**config.mk**
```make
export PLATFORM = sky130hd
export DESIGN_NAME = uart_tx_arbiter_flat
export DESIGN_NICKNAME = d
export VERILOG_FILES = /design/src/rtl/uart_tx_arbiter_pkg.sv /design/src/rtl/uart_tx_arbiter_if.sv /design/src/rtl/uart_tx_arbiter_rr_picker.sv /design/src/rtl/uart_tx_arbiter.sv /design/src/flat_wrapper.sv
export SDC_FILE = /design/constraint.sdc
export NUM_CORES = 1
export LEC_CHECK = 0
export BUFFER_PORTS_ARGS = -buffer_cell sky130_fd_sc_hd__buf_2
export CAP_MARGIN = 20
export CORE_MARGIN = 5
export CORE_UTILIZATION = 33
export DETAILED_ROUTE_END_ITERATION = 8
export GPL_TIMING_DRIVEN = 0
export SLEW_MARGIN = 25
export SYNTH_ARGS = -nofsm -noshare
export SYNTH_HDL_FRONTEND = slang
export SYNTH_HIERARCHICAL = 1
export SYNTH_SLANG_ARGS = --single-unit
```
**constraint.sdc**
```tcl
create_clock -name sys_clk -period 8.6 [get_ports sys_clk]
set_input_delay 1.72 -clock sys_clk [delete_from_list [all_inputs] [get_ports sys_clk]]
set_output_delay 1.72 -clock sys_clk [all_outputs]
set_load 0.03 [all_outputs]
```
**src/rtl/uart_tx_arbiter_pkg.sv**
```systemverilog
// Shared definitions for the UART transmit arbiter: FSM encoding and the
// baud-derived watchdog limits.
package uart_tx_arbiter_pkg;

   typedef enum logic [1:0] {
      ST_IDLE   = 2'd0,
      ST_LAUNCH = 2'd1,
      ST_BUSY   = 2'd2
   } arb_state_e;

   function automatic int bit_cycles(input int clk_hz, input int baud);
      return clk_hz / baud;
   endfunction

   function automatic int launch_limit(input int bit_cyc);
      return 2 * bit_cyc;
   endfunction

   function automatic int busy_limit(input int frame_w, input int bit_cyc);
      return (frame_w + 2) * bit_cyc;
   endfunction

   // Round-robin search origin: one past the last owner, wrapping to 0.
   function automatic int rr_start(input int last, input int num_req);
      return (last + 1 >= num_req) ? 0 : last + 1;
   endfunction

endpackage

```
**src/rtl/uart_tx_arbiter_if.sv**
```systemverilog
// Requester, transmitter and status signals of the UART transmit arbiter.
interface uart_tx_arbiter_if #(
   parameter int NUM_REQ     = 4,
   parameter int FRAME_WIDTH = 10
);
   localparam int IDX_W = $clog2(NUM_REQ);

   logic [NUM_REQ-1:0]             req_valid;
   logic [0:NUM_REQ*FRAME_WIDTH-1] req_data;
   logic [NUM_REQ-1:0]             req_ready;
   logic                           uart_tx_done;
   logic                           uart_tx_en;
   logic [0:FRAME_WIDTH-1]         uart_tx_din;
   logic [IDX_W-1:0]               grant_id;
   logic                           busy;
   logic                           tx_complete;
   logic                           tx_error;

   modport master (
      input  req_valid, req_data, uart_tx_done,
      output req_ready, uart_tx_en, uart_tx_din, grant_id, busy, tx_complete, tx_error
   );

   modport slave (
      output req_valid, req_data, uart_tx_done,
      input  req_ready, uart_tx_en, uart_tx_din, grant_id, busy, tx_complete, tx_error
   );

endinterface

```
**src/rtl/uart_tx_arbiter_rr_picker.sv**
```systemverilog
// Combinational round-robin picker: rotate the request vector so the search
// origin sits at bit 0, take the lowest set bit, then rotate the index back.
module uart_rr_picker
   import uart_tx_arbiter_pkg::*;
#(
   parameter int NUM_REQ = 4
) (
   input  logic [NUM_REQ-1:0]         req_valid,
   input  logic [$clog2(NUM_REQ)-1:0] last_grant,
   output logic [NUM_REQ-1:0]         grant_onehot,
   output logic [$clog2(NUM_REQ)-1:0] grant_idx,
   output logic                       any
);
   localparam int IDX_W = $clog2(NUM_REQ);
   localparam logic [IDX_W:0] NUM_REQ_W = (IDX_W + 1)'(NUM_REQ);
   localparam logic [NUM_REQ-1:0] ONE_HOT_LSB = {{(NUM_REQ - 1){1'b0}}, 1'b1};

   logic [IDX_W-1:0]     start_s;
   logic [IDX_W-1:0]     off_s;
   logic [2*NUM_REQ-1:0] wide_s;
   logic [2*NUM_REQ-1:0] shifted_s;
   logic [NUM_REQ-1:0]   rot_s;
   logic [IDX_W:0]       sum_s;

   assign any = |req_valid;

   // Rotate, priority-encode from the origin, and map back to a requester index.
   always_comb begin
      start_s   = IDX_W'(rr_start(int'(last_grant), NUM_REQ));
      wide_s    = {req_valid, req_valid};
      shifted_s = wide_s >> start_s;
      rot_s     = shifted_s[NUM_REQ-1:0];
      off_s     = '0;
      for (int i = NUM_REQ - 1; i >= 0; i--) begin
         off_s = rot_s[i] ? IDX_W'(i) : off_s;
      end
      sum_s        = {1'b0, start_s} + {1'b0, off_s};
      grant_idx    = (sum_s >= NUM_REQ_W) ? IDX_W'(sum_s - NUM_REQ_W) : sum_s[IDX_W-1:0];
      grant_onehot = any ? (ONE_HOT_LSB << grant_idx) : '0;
   end

endmodule

```
**src/rtl/uart_tx_arbiter.sv**
```systemverilog
// Round-robin scheduler sharing one UART transmitter between NUM_REQ requesters,
// with a launch/frame watchdog that recovers from a transmitter that never answers.
module uart_tx_arbiter
   import uart_tx_arbiter_pkg::*;
#(
   parameter int SYS_CLK_FREQ = 200_000_000,
   parameter int BAUD_RATE    = 19200,
   parameter int FRAME_WIDTH  = 10,
   parameter int NUM_REQ      = 4
) (
   input  logic              sys_clk,
   input  logic              reset_n,
   uart_tx_arbiter_if.master bus
);
   localparam int IDX_W        = $clog2(NUM_REQ);
   localparam int BIT_CYCLES   = bit_cycles(SYS_CLK_FREQ, BAUD_RATE);
   localparam int LAUNCH_LIMIT = launch_limit(BIT_CYCLES);
   localparam int BUSY_LIMIT   = busy_limit(FRAME_WIDTH, BIT_CYCLES);
   localparam int WD_W         = $clog2(BUSY_LIMIT + 1);

   localparam logic [WD_W-1:0]  WD_LAUNCH_MAX = WD_W'(LAUNCH_LIMIT);
   localparam logic [WD_W-1:0]  WD_BUSY_MAX   = WD_W'(BUSY_LIMIT);
   localparam logic [WD_W-1:0]  WD_ONE        = WD_W'(1);
   localparam logic [IDX_W-1:0] LAST_IDX      = IDX_W'(NUM_REQ - 1);

   arb_state_e             state_r;
   arb_state_e             state_nxt_s;
   logic [WD_W-1:0]        wd_r;
   logic [IDX_W-1:0]       last_grant_r;
   logic [IDX_W-1:0]       grant_id_r;
   logic [0:FRAME_WIDTH-1] din_r;
   logic                   tx_en_r;
   logic                   tx_complete_r;
   logic                   tx_error_r;

   logic [NUM_REQ-1:0]     pick_onehot_s;
   logic [IDX_W-1:0]       pick_idx_s;
   logic                   pick_any_s;
   logic [0:FRAME_WIDTH-1] sel_data_s;
   logic                   accept_s;
   logic                   complete_s;
   logic                   timeout_s;

   uart_rr_picker #(
      .NUM_REQ (NUM_REQ)
   ) u_picker (
      .req_valid    (bus.req_valid),
      .last_grant   (last_grant_r),
      .grant_onehot (pick_onehot_s),
      .grant_idx    (pick_idx_s),
      .any          (pick_any_s)
   );

   // Frame of the winning requester.
   always_comb begin
      sel_data_s = '0;
      for (int k = 0; k < NUM_REQ; k++) begin
         sel_data_s = (pick_idx_s == IDX_W'(k)) ? bus.req_data[k*FRAME_WIDTH +: FRAME_WIDTH]
                                                : sel_data_s;
      end
   end

   // Next-state decode; a launch that sees uart_tx_done drop wins a tie with the watchdog.
   always_comb begin
      state_nxt_s = state_r;
      accept_s    = 1'b0;
      complete_s  = 1'b0;
      timeout_s   = 1'b0;
      case (state_r)
         ST_IDLE: begin
            if (reset_n && bus.uart_tx_done && pick_any_s) begin
               accept_s    = 1'b1;
               state_nxt_s = ST_LAUNCH;
            end else begin
               state_nxt_s = ST_IDLE;
            end
         end
         ST_LAUNCH: begin
            if (!bus.uart_tx_done) begin
               state_nxt_s = ST_BUSY;
            end else if (wd_r >= WD_LAUNCH_MAX) begin
               timeout_s   = 1'b1;
               state_nxt_s = ST_IDLE;
            end else begin
               state_nxt_s = ST_LAUNCH;
            end
         end
         ST_BUSY: begin
            if (bus.uart_tx_done) begin
               complete_s  = 1'b1;
               state_nxt_s = ST_IDLE;
            end else if (wd_r >= WD_BUSY_MAX) begin
               timeout_s   = 1'b1;
               state_nxt_s = ST_IDLE;
            end else begin
               state_nxt_s = ST_BUSY;
            end
         end
         default: begin
            state_nxt_s = ST_IDLE;
         end
      endcase
   end

   // State register and watchdog, which restarts on each state change and saturates.
   always_ff @(posedge sys_clk or negedge reset_n) begin
      if (!reset_n) begin
         state_r <= ST_IDLE;
         wd_r    <= '0;
      end else begin
         state_r <= state_nxt_s;
         if (state_nxt_s != state_r) begin
            wd_r <= '0;
         end else if (wd_r != WD_BUSY_MAX) begin
            wd_r <= wd_r + WD_ONE;
         end else begin
            wd_r <= wd_r;
         end
      end
   end

   // Launch datapath; last_grant advances on every accept, even if the frame later fails.
   always_ff @(posedge sys_clk or negedge reset_n) begin
      if (!reset_n) begin
         din_r        <= '0;
         grant_id_r   <= '0;
         last_grant_r <= LAST_IDX;
         tx_en_r      <= 1'b0;
      end else begin
         tx_en_r <= (state_nxt_s == ST_LAUNCH);
         if (accept_s) begin
            din_r        <= sel_data_s;
            grant_id_r   <= pick_idx_s;
            last_grant_r <= pick_idx_s;
         end
      end
   end

   // One-cycle completion and error pulses, high in the first cycle back in IDLE.
   always_ff @(posedge sys_clk or negedge reset_n) begin
      if (!reset_n) begin
         tx_complete_r <= 1'b0;
         tx_error_r    <= 1'b0;
      end else begin
         tx_complete_r <= complete_s;
         tx_error_r    <= timeout_s;
      end
   end

   assign bus.req_ready   = {NUM_REQ{accept_s}} & pick_onehot_s;
   assign bus.uart_tx_en  = tx_en_r;
   assign bus.uart_tx_din = din_r;
   assign bus.grant_id    = grant_id_r;
   assign bus.busy        = (state_r != ST_IDLE);
   assign bus.tx_complete = tx_complete_r;
   assign bus.tx_error    = tx_error_r;

endmodule
```
**src/flat_wrapper.sv**
```systemverilog
// flat-port wrapper written by rule: the top's interface ports become plain ports
module uart_tx_arbiter_flat import uart_tx_arbiter_pkg::*;
#(
   parameter int SYS_CLK_FREQ = 200_000_000,
   parameter int BAUD_RATE    = 19200,
   parameter int FRAME_WIDTH  = 10,
   parameter int NUM_REQ      = 4
)
  (sys_clk, reset_n, bus_req_valid, bus_req_data, bus_uart_tx_done, bus_req_ready, bus_uart_tx_en, bus_uart_tx_din, bus_grant_id, bus_busy, bus_tx_complete, bus_tx_error);
  uart_tx_arbiter_if #(.NUM_REQ(NUM_REQ), .FRAME_WIDTH(FRAME_WIDTH)) bus_i ();
  input  logic sys_clk;
  input  logic reset_n;
  input wire logic [$bits(bus_i.req_valid)-1:0] bus_req_valid;
  input wire logic [$bits(bus_i.req_data)-1:0] bus_req_data;
  input wire logic [$bits(bus_i.uart_tx_done)-1:0] bus_uart_tx_done;
  output wire logic [$bits(bus_i.req_ready)-1:0] bus_req_ready;
  output wire logic [$bits(bus_i.uart_tx_en)-1:0] bus_uart_tx_en;
  output wire logic [$bits(bus_i.uart_tx_din)-1:0] bus_uart_tx_din;
  output wire logic [$bits(bus_i.grant_id)-1:0] bus_grant_id;
  output wire logic [$bits(bus_i.busy)-1:0] bus_busy;
  output wire logic [$bits(bus_i.tx_complete)-1:0] bus_tx_complete;
  output wire logic [$bits(bus_i.tx_error)-1:0] bus_tx_error;
  assign bus_i.req_valid = bus_req_valid;
  assign bus_i.req_data = bus_req_data;
  assign bus_i.uart_tx_done = bus_uart_tx_done;
  assign bus_req_ready = bus_i.req_ready;
  assign bus_uart_tx_en = bus_i.uart_tx_en;
  assign bus_uart_tx_din = bus_i.uart_tx_din;
  assign bus_grant_id = bus_i.grant_id;
  assign bus_busy = bus_i.busy;
  assign bus_tx_complete = bus_i.tx_complete;
  assign bus_tx_error = bus_i.tx_error;
  uart_tx_arbiter #(.SYS_CLK_FREQ(SYS_CLK_FREQ), .BAUD_RATE(BAUD_RATE), .FRAME_WIDTH(FRAME_WIDTH), .NUM_REQ(NUM_REQ)) u_core (.sys_clk(sys_clk), .reset_n(reset_n), .bus(bus_i));
endmodule
```
==> results.json <==
{
  "worstPathCellList": "buf_2, nor2b_1, a21oi_1, nor2_1, a21oi_1, a21oi_1, ha_1, xor2_2, and3b_1, and2_1, buf_2",
  "power_frac_comb_pct": 58.3,
  "synth-simple-area-share_pct": 28.4,
  "timing.final.hold_violations": 0,
  "worst-r2r-cell-count": 10,
  "maxCapViolations": 0,
  "track_usage_pct": 13.2,
  "period_share_pct": 59.8,
  "clock-sinks": 36,
  "p_leak_nw": 1.39,
  "worstPathArrival_ns": 3.42,
  "start_kind": "input pin",
  "cpMostUsedCell": "a21oi_1",
  "cts-htree-levels": 2,
  "rows": 30,
  "worst_slack_ns": 3.46,
  "synth_area_um2": 2300,
  "grt_pass1_vias": 2041,
  "drc_errors": 0,
  "grt_max_degree": 39,
  "crit_required_ns": 6.88,
  "rr_startpoint": "u_core/last_grant_r[0]$_DFFE_PN1P_",
  "synthMuxAreaShare_pct": 10.6,
  "syn_avg_cell_area_um2": 9.52,
  "clkTransAtPathRegs_ns": 0.07,
  "ys_warn_count": 6,
  "crit_end": "bus_req_ready[2]",
  "p_seq_share_pct": 27.3,
  "fp.dieArea_um2": 8760,
  "cts_hold_buf": 0,
  "busiest_layer": "met2",
  "relSlewSlack_pct": 45.6,
  "r2r-end": "u_core/bus.uart_tx_din[3]$_DFFE_PN0P_",
  "rsz0062_at_grt": "no",
  "synth-main-ff-cell": "dfrtp_1",
  "syn_nets": 297,
  "ant_nets": 0,
  "crit_path_end_kind": "primary output",
  "hold_class": "reg -> reg",
  "synth_top_family_by_area": "simple AND/OR/NAND/NOR gates",
  "area_delta_synth_final_pct": 23.6,
  "p_total_mw": 0.882,
  "yosysUniqueCellTypes": 43,
  "tightest_slew_ns": 0.816,
  "final_common_cell": "buf_2",
  "grt_util_met3_pct": 3.70,
  "clkPwrFrac_pct": 14.4,
  "numCtsBuffers": 5,
  "n_antenna_cell": 0,
  "coreArea_um2": 6790,
  "power_density_nw_per_um2": 310,
  "status": "finished clean",
  "hpwl_mm": 4.10,
  "clock_skew_ns": 0.00194,
  "slowest_delay_ns": 0.30,
  "synth_xor_area_share_pct": 6.79,
  "timing.final.crit_period_ns": 5.14,
  "fmax_mhz": 195,
  "die_x_um": 93.6,
  "cp-startpoint": "bus_req_valid[0]",
  "vias": 1979,
  "final_cell_mix": "buf_2, nand2_1, dfrtp_1",
  "setup_viol": 0,
  "ys_seq_area_share_pct": 39.2,
  "synth_seq_cells": 36,
  "final_layout_size_suffix_gt1_share_pct": 32.4,
  "grtUsageMet1_pct": 17.5,
  "cts_root_buf": "clkbuf_8",
  "io_pins": 67,
  "grt_overflow_total": 0,
  "critPathBufInv": 2,
  "place_congestion": 0.779,
  "maxSlewViolCount": 0,
  "syn_inst": 242,
  "synth_compound_area_share_pct": 6.62,
  "power_switching_mw": 0.377,
  "pre_cts_slack_ns": 3.46,
  "io_buffers": 65,
  "clk_latency_ns": 0.29,
  "fin_util_pct": 41.9,
  "viasPerCell": 4.82,
  "fin_nets": 369,
  "crit_cells": 11,
  "routedWlPerCell_um": 12.9,
  "cp_top_family": "simple AND/OR/NAND/NOR gates",
  "fin_setup_tns_ns": 0,
  "async_flop_share_pct": 100,
  "fp.dieH_um": 93.6,
  "cts_setup_buffers": 0,
  "grt_pass1_wl_mm": 9.45,
  "first_pass_iters": 4,
  "routed_wl_mm": 5.32,
  "ir_worst_vdd_uv": 254,
  "drtIter0Drc": 101,
  "p_int_mw": 0.505,
  "cts_tree": "built",
  "worstSetupPathType": "in -> out",
  "reg2reg_setup_slack_ns": 5.44,
  "cp_max_fo": 6,
  "synthAdderAreaFrac_pct": 4.83,
  "start_util_pct": 33.9,
  "sw_frac_of_total_pct": 42.7,
  "use_met2_pct": 21.0,
  "ctsResizeCount": 0,
  "synth_edf_count": 0,
  "cts_buffer_depth": 2,
  "grt_antenna_before_repair": 0,
  "slowest_stage": "xor2_2"
}
==> kinds of logic (layout without fill, tap and decap cells) <==
logic type | after synthesis | count (layout)
AOI/OAI and AO/OA | 24 | 24
xor gates and xnor gates | 17 | 17
buffers and inverters | 19 | 92
muxes | 12 | 12
adders and majority gates | 9 | 9
DFF | 36 | 36
and+or+nand+nor | 125 | 125
==> registers in the layout, indices dropped and copies added (netlist names) <==
name	count
u_core/bus.tx_complete	1
u_core/bus.uart_tx_en	1
u_core/wd_r	17
u_core/state_r	2
u_core/bus.tx_error	1
u_core/bus.grant_id	2
u_core/last_grant_r	2
u_core/bus.uart_tx_din	10
==> layout make-up <==
type | count | area (µm²)
fill | 695 | 3950
multi-input combinational | 187 | 1320
sequential | 36 | 903
timing repair buffer | 65 | 325
tap | 96 | 120
clock buffer | 6 | 82.6
buffer | 9 | 42.5
inverter | 10 | 37.5
clock inverter | 2 | 15.0
==> worst min-delay path, delay by kind of cell, from the launching register on <==
kind / cells / cell delay (ns)
DFF: 1 / 0.38
and+or+nand+nor: 2 / 0.10
==> power groups by stage <==
| stage | Combinational, mW | Clock (mW) | Sequential [mW] |
|---|---|---|---|
| finish | 0.514 | 0.127 | 0.241 |
| global route | 0.566 | 0.141 | 0.248 |
| CTS | 0.522 | 0.133 | 0.242 |
| detailed placement | 0.521 | 0 | 0.243 |
| global placement | 0.514 | 0 | 0.243 |
| floorplan | 0.359 | 0 | 0.295 |
==> metrics by stage <==
stage / instances / hold WS, ns / area, µm²
2_1_floorplan: 242 / 0.441 / 2300
3_3_place_gp: 403 / 0.456 / 2750
3_5_place_dp: 403 / 0.458 / 2750
4_1_cts: 411 / 0.471 / 2850
5_1_grt: 411 / 0.479 / 2850
6_report: 411 / 0.468 / 2850
==> Yosys cell counts (all sizes together) (6+ instances only) <==
cell type	number	share of area [%]
xnor2	6	2.3
nand4	6	1.6
nand2	53	8.6
inv	10	1.6
nor3	21	6.7
and2	7	1.9
nor2	13	2.1
dfrtp	34	37
xor2	11	4.5
ha	8	4.3
a21oi	12	2.6
clkbuf	6	0.98
nand3	8	1.7
mux4	10	9.8
==> worst min path at each step <==
| stage | from | to | cells after the start | slack [ns] |
|---|---|---|---|---|
| 2_1_floorplan | u_core/last_grant_r[1]$_DFFE_PN1P_ | u_core/last_grant_r[1]$_DFFE_PN1P_ | 2 | 0.44 |
| 3_5_place_dp | u_core/last_grant_r[1]$_DFFE_PN1P_ | u_core/last_grant_r[1]$_DFFE_PN1P_ | 2 | 0.46 |
| 6_report | u_core/last_grant_r[1]$_DFFE_PN1P_ | u_core/last_grant_r[1]$_DFFE_PN1P_ | 2 | 0.47 |
| 5_1_grt | u_core/last_grant_r[1]$_DFFE_PN1P_ | u_core/last_grant_r[1]$_DFFE_PN1P_ | 2 | 0.48 |
| 3_3_place_gp | u_core/last_grant_r[1]$_DFFE_PN1P_ | u_core/last_grant_r[1]$_DFFE_PN1P_ | 2 | 0.46 |
| 4_1_cts | u_core/last_grant_r[1]$_DFFE_PN1P_ | u_core/last_grant_r[1]$_DFFE_PN1P_ | 2 | 0.47 |
==> layer usage <==
metal	vias to the layer above	share of wire, %
li1	985	-
met1	908	44
met2	80	46
met3	6	8.8
met4	0	0.86
met5	-	0
No activity file was read; power rests on OpenSTA's default activity.
